**config.mk**
```make
export PLATFORM = sky130hd
export DESIGN_NAME = acc_ap_chain_drv
export DESIGN_NICKNAME = d
export VERILOG_FILES = /design/src/rtl/acc_pkg.sv /design/src/rtl/acc_watchdog.sv /design/src/rtl/acc_ap_chain_drv.sv
export SDC_FILE = /design/constraint.sdc
export NUM_CORES = 1
export LEC_CHECK = 0
export BUFFER_PORTS_ARGS = -buffer_cell sky130_fd_sc_hd__buf_2
export CAP_MARGIN = 0
export CORE_MARGIN = 2
export CORE_UTILIZATION = 55
export DETAILED_ROUTE_END_ITERATION = 10
export GPL_TIMING_DRIVEN = 0
export PLACE_DENSITY_LB_ADDON = 0.15
export SYNTH_ARGS = -nofsm -noshare
export SYNTH_HDL_FRONTEND = slang
export SYNTH_HIERARCHICAL = 1
export SYNTH_SLANG_ARGS = --single-unit
```
**constraint.sdc**
```tcl
create_clock -name clk -period 4.2 [get_ports clk]
set_input_delay 0.84 -clock clk [delete_from_list [all_inputs] [get_ports clk]]
set_output_delay 0.84 -clock clk [all_outputs]
set_load 0.005 [all_outputs]
```
**src/rtl/acc_pkg.sv**
```systemverilog
// Shared types for the ap_ctrl_chain initiator and the engine controller.
package acc_pkg;

   // Batch sequencer states
   typedef enum logic [2:0] {
      IDLE  = 3'd0,
      ISSUE = 3'd1,
      DRAIN = 3'd2,
      DONE  = 3'd3,
      ERR   = 3'd4
   } state_e;

   // ap_ctrl_chain signal bundle as seen from the initiator
   typedef struct packed {
      logic start;
      logic ready;
      logic done;
      logic cont;
   } ap_chain_t;

   // States in which completions are still serviced
   function automatic logic is_retire_state(input state_e s);
      return (s == ISSUE) || (s == DRAIN) || (s == ERR);
   endfunction

endpackage

```
**src/rtl/acc_watchdog.sv**
```systemverilog
// Idle-cycle watchdog: counts while enabled and saturates at all-ones.
module acc_watchdog #(
   parameter int TMO_W = 24
) (
   input  logic clk,
   input  logic rst_n,
   input  logic clr,
   input  logic en,
   output logic expired
);

   logic [TMO_W-1:0] cnt;

   assign expired = &cnt;

   // Clear has priority; hold once expired so the flag stays up until cleared
   always_ff @(posedge clk or negedge rst_n) begin
      if (!rst_n)                cnt <= '0;
      else if (clr)              cnt <= '0;
      else if (en && !expired)   cnt <= cnt + 1'b1;
   end

endmodule

```
**src/rtl/acc_ap_chain_drv.sv**
```systemverilog
// ap_ctrl_chain initiator: issues N kernel starts, retires each done with a
// one-cycle ap_continue, reports progress, batch completion and timeout.
module acc_ap_chain_drv
   import acc_pkg::*;
#(
   parameter int CNT_W     = 16,
   parameter int MAX_OUTST = 2,
   parameter int TMO_W     = 24
) (
   input  logic             clk,
   input  logic             rst_n,
   input  logic             cmd_valid,
   output logic             cmd_ready,
   input  logic [CNT_W-1:0] cmd_num_runs,
   input  logic             err_clear,
   output logic             ap_start,
   input  logic             ap_ready,
   input  logic             ap_done,
   output logic             ap_continue,
   output logic             busy,
   output logic             batch_done,
   output logic [CNT_W-1:0] runs_issued,
   output logic [CNT_W-1:0] runs_retired,
   output logic             timeout_err
);

   localparam logic [CNT_W-1:0] MAX_O = CNT_W'(MAX_OUTST);

   state_e           state;
   logic [CNT_W-1:0] n_runs;
   logic [CNT_W-1:0] issued_nxt;
   logic [CNT_W-1:0] retired_nxt;
   logic             start_hs;
   logic             retire_hs;
   logic             ret_st;
   logic             wd_clr;
   logic             wd_en;
   logic             wd_exp;

   assign ret_st      = is_retire_state(state);
   assign start_hs    = ap_start && ap_ready;
   assign retire_hs   = ap_done && ap_continue && ret_st;
   assign issued_nxt  = runs_issued + CNT_W'(start_hs);
   assign retired_nxt = runs_retired + CNT_W'(retire_hs);

   assign wd_clr = start_hs || retire_hs || (state == IDLE) || (state == DONE);
   assign wd_en  = (state == ISSUE) || (state == DRAIN);

   acc_watchdog #(.TMO_W(TMO_W)) u_wd (
      .clk     (clk),
      .rst_n   (rst_n),
      .clr     (wd_clr),
      .en      (wd_en),
      .expired (wd_exp)
   );

   // Batch FSM with registered handshake and status outputs
   always_ff @(posedge clk or negedge rst_n) begin
      if (!rst_n) begin
         state        <= IDLE;
         n_runs       <= '0;
         runs_issued  <= '0;
         runs_retired <= '0;
         cmd_ready    <= 1'b0;
         ap_start     <= 1'b0;
         ap_continue  <= 1'b0;
         busy         <= 1'b0;
         batch_done   <= 1'b0;
         timeout_err  <= 1'b0;
      end else begin
         batch_done   <= 1'b0;
         // One continue pulse per done; a done still high right after it is skipped once
         ap_continue  <= ret_st && ap_done && !ap_continue;
         runs_issued  <= issued_nxt;
         runs_retired <= retired_nxt;
         case (state)
            IDLE: begin
               cmd_ready <= 1'b1;
               if (cmd_valid && cmd_ready) begin
                  n_runs       <= cmd_num_runs;
                  runs_issued  <= '0;
                  runs_retired <= '0;
                  cmd_ready    <= 1'b0;
                  if (cmd_num_runs == '0) begin
                     state <= DONE;
                  end else begin
                     state    <= ISSUE;
                     busy     <= 1'b1;
                     ap_start <= 1'b1;
                  end
               end
            end
            ISSUE: begin
               if (wd_exp) begin
                  state       <= ERR;
                  ap_start    <= 1'b0;
                  timeout_err <= 1'b1;
               end else if (issued_nxt == n_runs) begin
                  state    <= DRAIN;
                  ap_start <= 1'b0;
               end else begin
                  // Registered retire count: conservative by one cycle
                  ap_start <= (issued_nxt - runs_retired) < MAX_O;
               end
            end
            DRAIN: begin
               if (wd_exp) begin
                  state       <= ERR;
                  timeout_err <= 1'b1;
               end else if (retired_nxt == n_runs) begin
                  state <= DONE;
                  busy  <= 1'b0;
               end
            end
            DONE: begin
               batch_done <= 1'b1;
               cmd_ready  <= 1'b1;
               state      <= IDLE;
            end
            ERR: begin
               ap_start <= 1'b0;
               if (err_clear) begin
                  state       <= IDLE;
                  timeout_err <= 1'b0;
                  busy        <= 1'b0;
                  cmd_ready   <= 1'b1;
               end
            end
            default: state <= IDLE;
         endcase
      end
   end

   // Completions can never outrun starts
   a_ret_le_iss: assert property (@(posedge clk) disable iff (!rst_n)
      runs_retired <= runs_issued);

endmodule

```
==> results.toml <==
[sta]
setup_ws_ps = 187
fin_crit_sh_pct = 95.6
holdWs_ps = 367
max_freq_ghz = 0.249
setup_viol = 0
fin_skew_ps = 8.10
layout_min_cycle_time_ps = 4010
worst_pin_slew_ps = 682
fin_tns_setup_ps = 0
relSlewSlack_pct = 54.2
hold_viol_final = 0
maxSlewViolCount = 0

[synth]
ys.flop_type = "dfrtp_1"
synthCells = 633
async_reset_ff_share_pct = 100
ys_warn_count = 6
ys_types = 70
synth_nets = 675
synth-seq-cells = 81
synth_compound_area_share_pct = 15.0
synth_edf_count = 0
synth_area_leaders = "dfrtp_1 (36%), xnor2_1 (8.9%), nor2_1 (4.7%)"
syn_area_per_cell_sq_um = 8.86
yosysSeqAreaShare_pct = 36.1
synth_most_common_cell = "dfrtp_1"
ys_top_cells_by_count = "dfrtp_1 (81), nor2_1 (70), xnor2_1 (57)"
synth_xor_area_share_pct = 13.1
synthAdderAreaFrac_pct = 4.59
synth-simple-area-share_pct = 23.8
muxShareOfSynthArea_pct = 3.52
syn_area_sq_um = 5610
synth_top_family_by_area = "simple AND/OR/NAND/NOR gates"
synth_top_area_share_pct = 36.1
synth_top_cell_by_area = "dfrtp_1"

[cts]
cts_hold_buffers = 0
clk_latency_ps = 360
cts_tree = "yes"
clock-sinks = 81
clk_pin_slew_worst_paths_ps = 80
root_buffer = "clkbuf_8"
max-clock-path-buffers = 2
cts_buffers = 9
cts_setup_buffers = 0
h-tree-depth = 3

[routing]
dr.pass1.iters = 5
wl_mm = 15.2
drc_errors = 0
dr.first_iter.drc_count = 353
vias = 4983
viasPerCell = 5.93
postRouteAntennaNets = 0
wl_per_cell_microns = 18.1

[finish]
drive_gt1_share_pct = 17.8
fin_nets = 744
utilization_pct = 64.8
final_cells = 840
n_antenna_cell = 0
n_fill_cell = 876
syn_to_final_growth_pct = 13.4

[worst_setup_path]
cp.arrival_ps = 4310
critPathKind = "input port to flip-flop"
required_ps = 4500
reg2regPathDepth = 15
reg2reg_to = "busy"
cp_max_fo = 9
critPathLaunchType = "input port"
endpoint_kind = "flip-flop"
rrSetupSlack_ps = 230
r2r-start = "state[2]"

[global_routing]
use_met1_pct = 41.8
top_usage_layer = "met1"
antenna_found_initial = 0
met3_usage_pct = 4.68
grt_max_degree = 63
gr-usage-met2_pct = 41.2
grt_pass1_vias = 4651
overflow = 0
track_usage_pct = 27.7
grt_pass1_wl_mm = 24.0

[floorplanning]
fp.dieW_microns = 105
start_util_pct = 57.1
rows = 36
dieArea_sq_um = 11000
ioPinCount = 60
core_sq_um = 9820
die_h_microns = 105

[placed_design]
dp_slack_ps = -415
dp_hpwl_mm = 11.8
portBuffers = 59
gp_congestion = 0.931
placedCellCount = 826

[status]
status = "finished clean"

[flow_run]
cap_violations = 0

[pwr]
p_per_area_nw_per_um2 = 475
p_leak_nw = 2.77
vdd.ir_drop.worst_v = 0.000343

[hold_path]
hp-class = "input port to asynchronous set/reset pin"
-- registers in the layout, indices dropped and copies added, names as in the netlist, 3 cells and up --
register	cells
runs_retired	16
runs_issued	16
u_wd/cnt	24
n_runs	16
state	3
-- area by class of cell --
type	instances	area (sq um)	area share [%]
buffer	20	93.8	1.48
clock buffer	12	145	2.28
timing repair buffer	60	325	5.11
sequential	81	2030	31.9
inverter	32	120	1.89
tap	133	166	2.62
multi-input combinational	498	3430	54.0
clock inverter	4	51.3	0.806
-- logic make-up (layout without fill, tap and decap cells) --
logic type	Yosys count	count (layout)
DFF	81	81
xor gates and xnor gates	84	84
adders and majority gates	20	20
buffers and inverters	54	128
and+or+nand+nor	254	254
AOI/OAI and AO/OA	122	122
muxes	18	18
-- how the worst max path moves through the flow --
stage	slack, ps	depth (start not counted)	endpoint	start
2_1_floorplan	260	17	ap_start	ap_ready
3_3_place_gp	-400	15	busy	state[0]
3_5_place_dp	-420	15	busy	state[0]
4_1_cts	60	15	busy	state[2]
5_1_grt	-20	16	ap_start	ap_ready
6_report	190	17	ap_start	ap_ready
-- what timing repair did --
item                                    CTS  global route
endpoints found under the setup margin    3             3
gates resized for setup                   3            15
pin swaps                                 0             1
-- power breakdown --
part | leakage, nW | total (W) | internal (W) | switching [W]
sequential | 1.07 | 0.00113 | 0.000909 | 0.000216
clock | 0.0970 | 0.000585 | 0.000293 | 0.000292
combinational | 1.61 | 0.00131 | 0.000587 | 0.000725
-- critical path, stage by stage --
cell,delay [ps]
buf_2,90
and2_1,170
ha_2,240
nand4_1,210
or2_4,340
nor2_2,190
nand2_1,120
xnor2_2,180
ha_2,420
a21o_1,140
a31oi_1,50
nand2_1,110
a31oi_1,60
or4b_1,530
nor4_1,250
and4_1,220
a31o_1,160
-- layout by cell type, fill, tap and decap left out, drive strengths merged, types with 3 or more instances in the layout --
cell type,instances
a211oi,3
a21o,4
a21oi,26
a31oi,7
and2,7
and3,4
and4,3
buf,65
clkbuf,27
dfrtp,81
ha,19
inv,33
mux2,14
mux2i,4
nand2,49
nand2b,4
nand3,22
nand4,20
nor2,71
nor2b,9
nor3,22
nor4,20
o2111ai,4
o211ai,6
o21a,10
o21ai,34
o21bai,3
o22ai,4
o31ai,3
or3,10
or4,3
xnor2,57
xor2,27
-- per-layer routing --
metal | share of wire, % | vias up
li1 | - | 2412
met3 | 5.5 | 14
met5 | 0 | -
met1 | 48 | 2406
met2 | 45 | 151
met4 | 1.0 | 0
-- through the flow --
stage / total power (W) / area [sq um]
2_1_floorplan: 0.00203 / 5610
3_3_place_gp: 0.00239 / 6070
3_5_place_dp: 0.00242 / 6100
4_1_cts: 0.00300 / 6300
5_1_grt: 0.00322 / 6360
6_report: 0.00302 / 6360
Note: power is estimated with default switching activity, not from simulation.
